File: config.mk
export PLATFORM = sky130hd
export DESIGN_NAME = load_store_unit
export DESIGN_NICKNAME = d
export VERILOG_FILES = /design/src/rtl/load_store_unit.sv
export SDC_FILE = /design/constraint.sdc
export NUM_CORES = 1
export LEC_CHECK = 0
export ABC_AREA = 1
export BUFFER_PORTS_ARGS = -buffer_cell sky130_fd_sc_hd__buf_2
export CAP_MARGIN = 5
export CORE_MARGIN = 5
export CORE_UTILIZATION = 55
export DETAILED_ROUTE_END_ITERATION = 8
export PLACE_DENSITY = 0.91
export SLEW_MARGIN = 5
export SYNTH_ARGS = -nofsm -noshare
export SYNTH_HDL_FRONTEND = slang
export SYNTH_SLANG_ARGS = --single-unit
File: constraint.sdc
create_clock -name clk -period 13.24 [get_ports clk]
set_clock_uncertainty 0.05 [all_clocks]
set_input_delay 2.648 -clock clk [delete_from_list [all_inputs] [get_ports clk]]
set_output_delay 2.648 -clock clk [all_outputs]
set_load 0.1 [all_outputs]
File: src/rtl/load_store_unit.sv
// RV32I data-memory access stage: turns byte/half/word loads and stores into
// word-aligned req/ready bus transactions, stalling the core until each completes.
module load_store_unit #(
   parameter int unsigned TIMEOUT = 16
) (
   input  logic        clk,
   input  logic        reset,
   input  logic        mem_req_i,
   input  logic        mem_we_i,
   input  logic [2:0]  funct3_i,
   input  logic [31:0] addr_i,
   input  logic [31:0] wdata_i,
   output logic [31:0] rdata_o,
   output logic        done_o,
   output logic        stall_o,
   output logic        misalign_o,
   output logic        bus_err_o,
   output logic        bus_req_o,
   output logic        bus_we_o,
   output logic [31:0] bus_addr_o,
   output logic [3:0]  bus_wstrb_o,
   output logic [31:0] bus_wdata_o,
   input  logic        bus_ready_i,
   input  logic [31:0] bus_rdata_i
);

   typedef enum logic [1:0] {S_IDLE, S_BUS, S_DONE} state_e;

   state_e      state_q, state_d;
   logic [31:0] cnt_q, cnt_d, cnt_inc;
   logic [31:0] rdata_q, rdata_d;
   logic        err_q, err_d;
   logic        we_q;
   logic [2:0]  f3_q;
   logic [1:0]  off_q;
   logic [31:0] addr_q;
   logic [3:0]  wstrb_q;
   logic [31:0] wdata_q;

   logic        take;
   logic [3:0]  st_wstrb;
   logic [31:0] st_wdata;
   logic [31:0] ld_shift;
   logic [31:0] ld_data;

   // Illegal funct3 encodings are reported on the same flag as misalignment.
   always_comb begin
      misalign_o = 1'b0;
      if (mem_req_i) begin
         case (funct3_i)
            3'd0:    misalign_o = 1'b0;
            3'd1:    misalign_o = addr_i[0];
            3'd2:    misalign_o = |addr_i[1:0];
            3'd4:    misalign_o = mem_we_i;
            3'd5:    misalign_o = mem_we_i | addr_i[0];
            default: misalign_o = 1'b1;
         endcase
      end
   end

   always_comb begin
      st_wstrb = 4'b0000;
      st_wdata = 32'd0;
      if (mem_we_i) begin
         case (funct3_i[1:0])
            2'd0: begin
               st_wdata = {4{wdata_i[7:0]}};
               st_wstrb = 4'b0001 << addr_i[1:0];
            end
            2'd1: begin
               st_wdata = {2{wdata_i[15:0]}};
               st_wstrb = addr_i[1] ? 4'b1100 : 4'b0011;
            end
            default: begin
               st_wdata = wdata_i;
               st_wstrb = 4'b1111;
            end
         endcase
      end
   end

   // Halfword loads are aligned, so the byte shift also selects the halfword.
   always_comb begin
      ld_shift = bus_rdata_i >> {off_q, 3'b000};
      case (f3_q)
         3'd0:    ld_data = {{24{ld_shift[7]}}, ld_shift[7:0]};
         3'd1:    ld_data = {{16{ld_shift[15]}}, ld_shift[15:0]};
         3'd4:    ld_data = {24'd0, ld_shift[7:0]};
         3'd5:    ld_data = {16'd0, ld_shift[15:0]};
         default: ld_data = bus_rdata_i;
      endcase
      if (we_q) ld_data = 32'd0;
   end

   assign take    = (state_q == S_IDLE) && mem_req_i && !misalign_o;
   assign cnt_inc = cnt_q + 32'd1;

   always_comb begin
      state_d = state_q;
      cnt_d   = cnt_q;
      rdata_d = rdata_q;
      err_d   = 1'b0;
      case (state_q)
         S_IDLE: begin
            if (take) begin
               state_d = S_BUS;
               cnt_d   = 32'd0;
            end
         end
         S_BUS: begin
            if (bus_ready_i) begin
               state_d = S_DONE;
               rdata_d = ld_data;
            end else begin
               cnt_d = cnt_inc;
               if (TIMEOUT != 0 && cnt_inc == TIMEOUT) begin
                  state_d = S_DONE;
                  err_d   = 1'b1;
                  rdata_d = 32'd0;
               end
            end
         end
         S_DONE:  state_d = S_IDLE;
         default: state_d = S_IDLE;
      endcase
   end

   always_ff @(posedge clk or posedge reset) begin
      if (reset) begin
         state_q <= S_IDLE;
         cnt_q   <= 32'd0;
         rdata_q <= 32'd0;
         err_q   <= 1'b0;
         we_q    <= 1'b0;
         f3_q    <= 3'd0;
         off_q   <= 2'd0;
         addr_q  <= 32'd0;
         wstrb_q <= 4'd0;
         wdata_q <= 32'd0;
      end else begin
         state_q <= state_d;
         cnt_q   <= cnt_d;
         rdata_q <= rdata_d;
         err_q   <= err_d;
         if (take) begin
            we_q    <= mem_we_i;
            f3_q    <= funct3_i;
            off_q   <= addr_i[1:0];
            addr_q  <= {addr_i[31:2], 2'b00};
            wstrb_q <= st_wstrb;
            wdata_q <= st_wdata;
         end
      end
   end

   assign rdata_o     = rdata_q;
   assign done_o      = (state_q == S_DONE);
   assign bus_err_o   = err_q;
   assign stall_o     = !reset && (take || state_q == S_BUS);
   assign bus_req_o   = (state_q == S_BUS);
   assign bus_we_o    = we_q;
   assign bus_addr_o  = addr_q;
   assign bus_wstrb_o = wstrb_q;
   assign bus_wdata_o = wdata_q;

endmodule

# Yosys cells after proc, flatten, opt, wreduce, memory -nomap -nowiden
# Index checks and enable logic that the tools add are counted.
[op_classes]
add_sub_neg = 1
eq_ne = 14
shifts = 2
muxes = 21
n_bitwise = 1
reduce_logical = 16
[ops]
columns = ["operator", "n"]
rows = [
  ["2-to-1 mux 32 bit", 6],
  ["one-hot mux 32 bit (2 select lines)", 2],
  ["one-hot mux 32 bit (4 select lines)", 1],
  ["adder 32 x 1 -> 32 bit (second input constant)", 1],
  ["== test 32 x 5 -> 1 bit (second input constant)", 1],
  ["right shift 32 x 5 -> 16 bit", 1],
  ["== test 3 bit (second input constant)", 4],
  ["2-to-1 mux 4 bit", 2],
  ["one-hot mux 4 bit (2 select lines)", 1],
  ["== test 3 x 1 -> 1 bit (second input constant)", 2],
  ["logical NOT 3 bit", 2],
  ["2-to-1 mux 2 bit", 3],
  ["one-hot mux 1 bit (5 select lines)", 1],
  ["== test 2 x 1 -> 1 bit (second input constant)", 2],
  ["logical NOT 2 bit", 2],
  ["2-to-1 mux 1 bit", 4],
  ["inequality test 2 bit (second input constant)", 2],
  ["one-hot mux 2 bit (2 select lines)", 1],
  ["AND reduction 2 bit", 2],
  ["nonzero test 2 bit", 2],
  ["<< shifter 1 x 2 -> 4 bit (first input constant)", 1],
  ["== test 3 x 2 -> 1 bit (second input constant)", 1],
  ["logical AND 1 bit", 3],
  ["inequality test 3 x 1 -> 1 bit (second input constant)", 1],
  ["other kinds (6)", 7],
]
[word_totals]
reg_bits = 139
elab_cells = 65

# Longest topological paths before layout
[logic_depth]
ltp_word = 7
ltp_mapped = 16

# Worst setup path before layout
# OpenSTA, ideal clock, no wires.
[synth_timing]
kind = "input to output"
startpoint = "in funct3_i[0]"
endpoint = "out stall_o"
arrival_ns = 5.313
required_ns = 10.542
path_slack_ns = 5.229
stages = 7
path_buffers = 2
cell_sequence = "nor2_1 > o211ai_1 > nand2_1 > nand4_1 > clkbuf_1 > clkbuf_1 > a21oi_1"
[synth_via]
elab_chain_len = 7
word_cells_on_any_way = 11
[synth_lines]
columns = ["element", "line_no", "source"]
rows = [
  ["from (decl)", "10", "input logic [2:0] funct3_i,"],
  ["== test 3 bit (tied with other cells)", "50", "case (funct3_i)"],
  ["one-hot mux 1 bit (5 select lines) *", "50", ""],
  ["2-to-1 mux 1 bit *", "49", "if (mem_req_i) begin"],
  ["logical NOT 1 bit *", "95", "assign take = (state_q == S_IDLE) && mem_req_i && !misalign_o;"],
  ["logical AND 1 bit *", "95", ""],
  ["logical OR 1 bit *", "159", "assign stall_o = !reset && (take || state_q == S_BUS);"],
  ["logical AND 1 bit *", "159", ""],
  ["to (decl)", "15", "output logic stall_o,"],
]
# Mark *: on every way between the ends. The rest lies on a longest branch, timed or not.

# Worst setup path in the final report
[layout_timing]
startpoint = "in funct3_i[1]"
endpoint = "out stall_o"
# Same word-level chain as after synthesis.

==> impl_metrics.csv <==
group,metric,value,unit
timing,max_freq,139,MHz
critical_path,path_buf_inv,2,
critical_path,regToRegSetupSlack,9520,ps
cts,clk_path_buf_depth,2,
critical_path,critPathCaptureType,"primary output",
power_and_ir_drop,p_switching,0.00130,W
timing,timing.hold.ws,422,ps
critical_path,crit_fanout,15,
power_and_ir_drop,switching_share,57.4,%
min_path,hp-class,"flop to flop",
critical_path,cpMostUsedCell,"buf_2",
critical_path,critical_path_class,"input port to primary output",
cts,hold_buffers,0,
floorplan,fp.dieW,126,um
synthesis,yosysWarnings,0,
critical_path,crit_required,10540,ps
synthesis,ys_ff_latch,139,
cells_and_area,drive_gt1_share,25.1,%
critical_path,arrival,4500,ps
global_routing,antenna_found_initial,1,
synthesis,synth_area_per_cell,7.71,um^2
route,via_count,7338,
floorplan,die_area,0.0159,mm^2
critical_path,crit_slowest_cell,"nor2_1",
cells_and_area,mostFrequentLayoutCell,"nand2_1",
cts,clk_latency,420,ps
timing,min_period,7200,ps
synthesis,yosysTopAreaCell,"dfrtp_1",
route,drtIter0Drc,830,
critical_path,r2r_end,"cnt_q[9]",
placed_design,globalplace.congestion,0.962,
synthesis,async_flop_share,100,%
power_and_ir_drop,p_per_area,250,mW/mm^2
floorplan,start_util,56.2,%
synthesis,synth_seq_area_share,46.8,%
cells_and_area,regArea,0.00348,mm^2
global_routing,grt_use_total,26.2,%
synthesis,syn-instance-count,964,
floorplan,pin_count,210,
route,viasPerCell,5.49,
synthesis,synth-main-ff-cell,"dfrtp_1",
timing,fin_crit_sh,54.4,%
route,wire_per_inst,15.7,um
placed_design,dpl.hpwl,15.2,mm
cells_and_area,fillers,1094,
timing,finalSetupTns,0,ps
min_path,min_path_cells,2,
power_and_ir_drop,clkPwrFrac,18.8,%
power_and_ir_drop,combPwrFrac,53.5,%
global_routing,grt_pass1_wl,33.7,mm
cts,ctsHtreeMaxLevel,4,
timing,slew_headroom,18.9,%
min_path,holdCritStartpoint,"bus_addr_o[4]",
global_routing,grt_pass1_vias,7080,
min_path,hold_end,"bus_addr_o[4]",
route,drtAntennaViolNets,0,
cts,clockRootBuffer,"clkbuf_16",
timing,finalSetupViolCount,0,
critical_path,reg2reg_from,"state_q[0]",
critical_path,crit_chain,"buf_2 -> nor2_1 -> o211ai_1 -> nand2_1 -> nand4_1 -> a21oi_1 -> buf_2",
run,maxCapViolCount,0,
timing,worst_pin_slew,1210,ps
cts,cts_sinks,139,
cts,cts_tree,"done",
synthesis,synth.area.top_cells,"dfrtp_1 47%, nand2_1 17%, o21ai_0 5.7%",
timing,hold_viol_final,0,
global_routing,grt-ovfl-total,0,
cells_and_area,utilization,68.2,%
cts,cts.repair.resized,0,
cells_and_area,multi_input_area,0.00344,mm^2
timing,rsz0062_at_grt,"false",
synthesis,synth_top_cell_area_share,46.8,%
cells_and_area,finalNetCount,1255,
placed_design,port_buffers,207,
route,drc_errors,0,
floorplan,dieHeight,126,um
floorplan,core-area,0.0132,mm^2
synthesis,synth_edf_count,0,
synthesis,synthesis.area,0.00744,mm^2
outcome,outcome,"finished, final reports clean",
critical_path,r2r_cells,7,
floorplan,rows,42,
cts,cts.clk_slew.worst_paths,50,ps
synthesis,synth_cell_type_count,35,
route,wl,20.9,mm
route,drt_pass1_iterations,5,
power_and_ir_drop,ir_worst_vdd,0.000180,V
cells_and_area,final_cell_mix,"331 x nand2_1, 207 x buf_2, 139 x dfrtp_1, 85 x o21ai_0, 81 x inv_1",
cells_and_area,area_growth,21.5,%
cts,postCtsSetupBuffers,0,
power_and_ir_drop,seqPwrFrac,27.7,%
critical_path,cp-start-kind,"input port",
timing,final-max-slew-violation-count,0,
power_and_ir_drop,p_leak,4.75,nW
critical_path,max_stage_delay,460,ps
critical_path,cp_top_family,"simple AND/OR/NAND/NOR gates",
global_routing,grt_max_degree,87,
cts,cts_buffers,17,
power_and_ir_drop,intPower,0.000963,W
[cell usage after synthesis, drive strengths merged (4+ instances only)]
| library cell | n |
|---|---|
| nand2 | 338 |
| dfrtp | 139 |
| nor2 | 88 |
| o21ai | 88 |
| inv | 83 |
| nand3 | 64 |
| o211ai | 33 |
| a21oi | 28 |
| clkbuf | 27 |
| buf | 17 |
| o22ai | 14 |
| o221ai | 8 |
| xor2 | 8 |
| a22oi | 5 |
| a32oi | 5 |
| nand4 | 5 |
| nor3 | 4 |
[worst max path at each step]
stage                      startpoint  endpoint  slack [ps]  cells after the start
after CTS                 funct3_i[1]   stall_o        6060                      7
after detailed placement  funct3_i[1]   stall_o        6060                      7
after floorplan           funct3_i[0]   stall_o        5230                      7
after global placement    funct3_i[1]   stall_o        6080                      7
final                     funct3_i[1]   stall_o        6040                      7
after global routing      funct3_i[1]   stall_o        5890                      7
[layer usage]
metal | global-route usage [%] | wire (um) | up-vias
met3 | 9.02 | 2130 | 58
li1 | - | - | 3519
met4 | 12.3 | 708 | 0
met2 | 41.6 | 9750 | 377
met1 | 32.1 | 8350 | 3384
met5 | 0 | 0 | -
[metrics by stage]
step | worst slack [ps] | instances | power [W] | cell area (um^2)
floorplan | 5230 | 965 | 0.00163 | 7440
CTS | 6060 | 1336 | 0.00227 | 9030
finish | 6040 | 1337 | 0.00226 | 9040
global route | 5890 | 1337 | 0.00235 | 9040
detailed placement | 6060 | 1306 | 0.00184 | 8510
global placement | 6080 | 1306 | 0.00182 | 8510
[registers in the layout (all words and copies together), names as in the netlist]
register and count:
bus_wdata_o 32, f3_q 3, rdata_o 32, bus_err_o 1, off_q 2, bus_addr_o 30
state_q 2, cnt_q 32, bus_wstrb_o 4, bus_we_o 1
[area by class of cell]
cell class	instances	area share, %
clock buffer	23	5.29
multi-input combinational	697	38.1
inverter	85	3.59
timing repair buffer	209	11.6
sequential	139	38.5
antenna	1	0.0277
clock inverter	7	0.485
tap	176	2.44
[tightest hold or removal path: stages, from the launching register on]
cell	delay, ps
dfrtp_1	330
nand2_1	50
nand2_1	50
[cells by family (layout without fill, tap and decap cells)]
logic type               Yosys count  after routing  share of synthesized area, %
other                              1              3                        0.0504
AND/OR/NAND/NOR                  501            501                          30.1
AO/OA/AOI/OAI                    184            184                          14.7
flip-flops                       139            139                          46.8
XOR/XNOR                           8              8                         0.942
buffers and inverters            129            324                          7.10
adder cells (fa/ha/maj)            2              2                         0.336
[power groups by stage]
stage / logic (W) / registers [W] / clock network [W]
floorplan: 0.000241 / 0.00139 / 0
global placement: 0.00120 / 0.000624 / 0
detailed placement: 0.00121 / 0.000627 / 0
CTS: 0.00121 / 0.000623 / 0.000430
global route: 0.00126 / 0.000639 / 0.000449
finish: 0.00121 / 0.000625 / 0.000425
(Power assumes the default switching activity.)
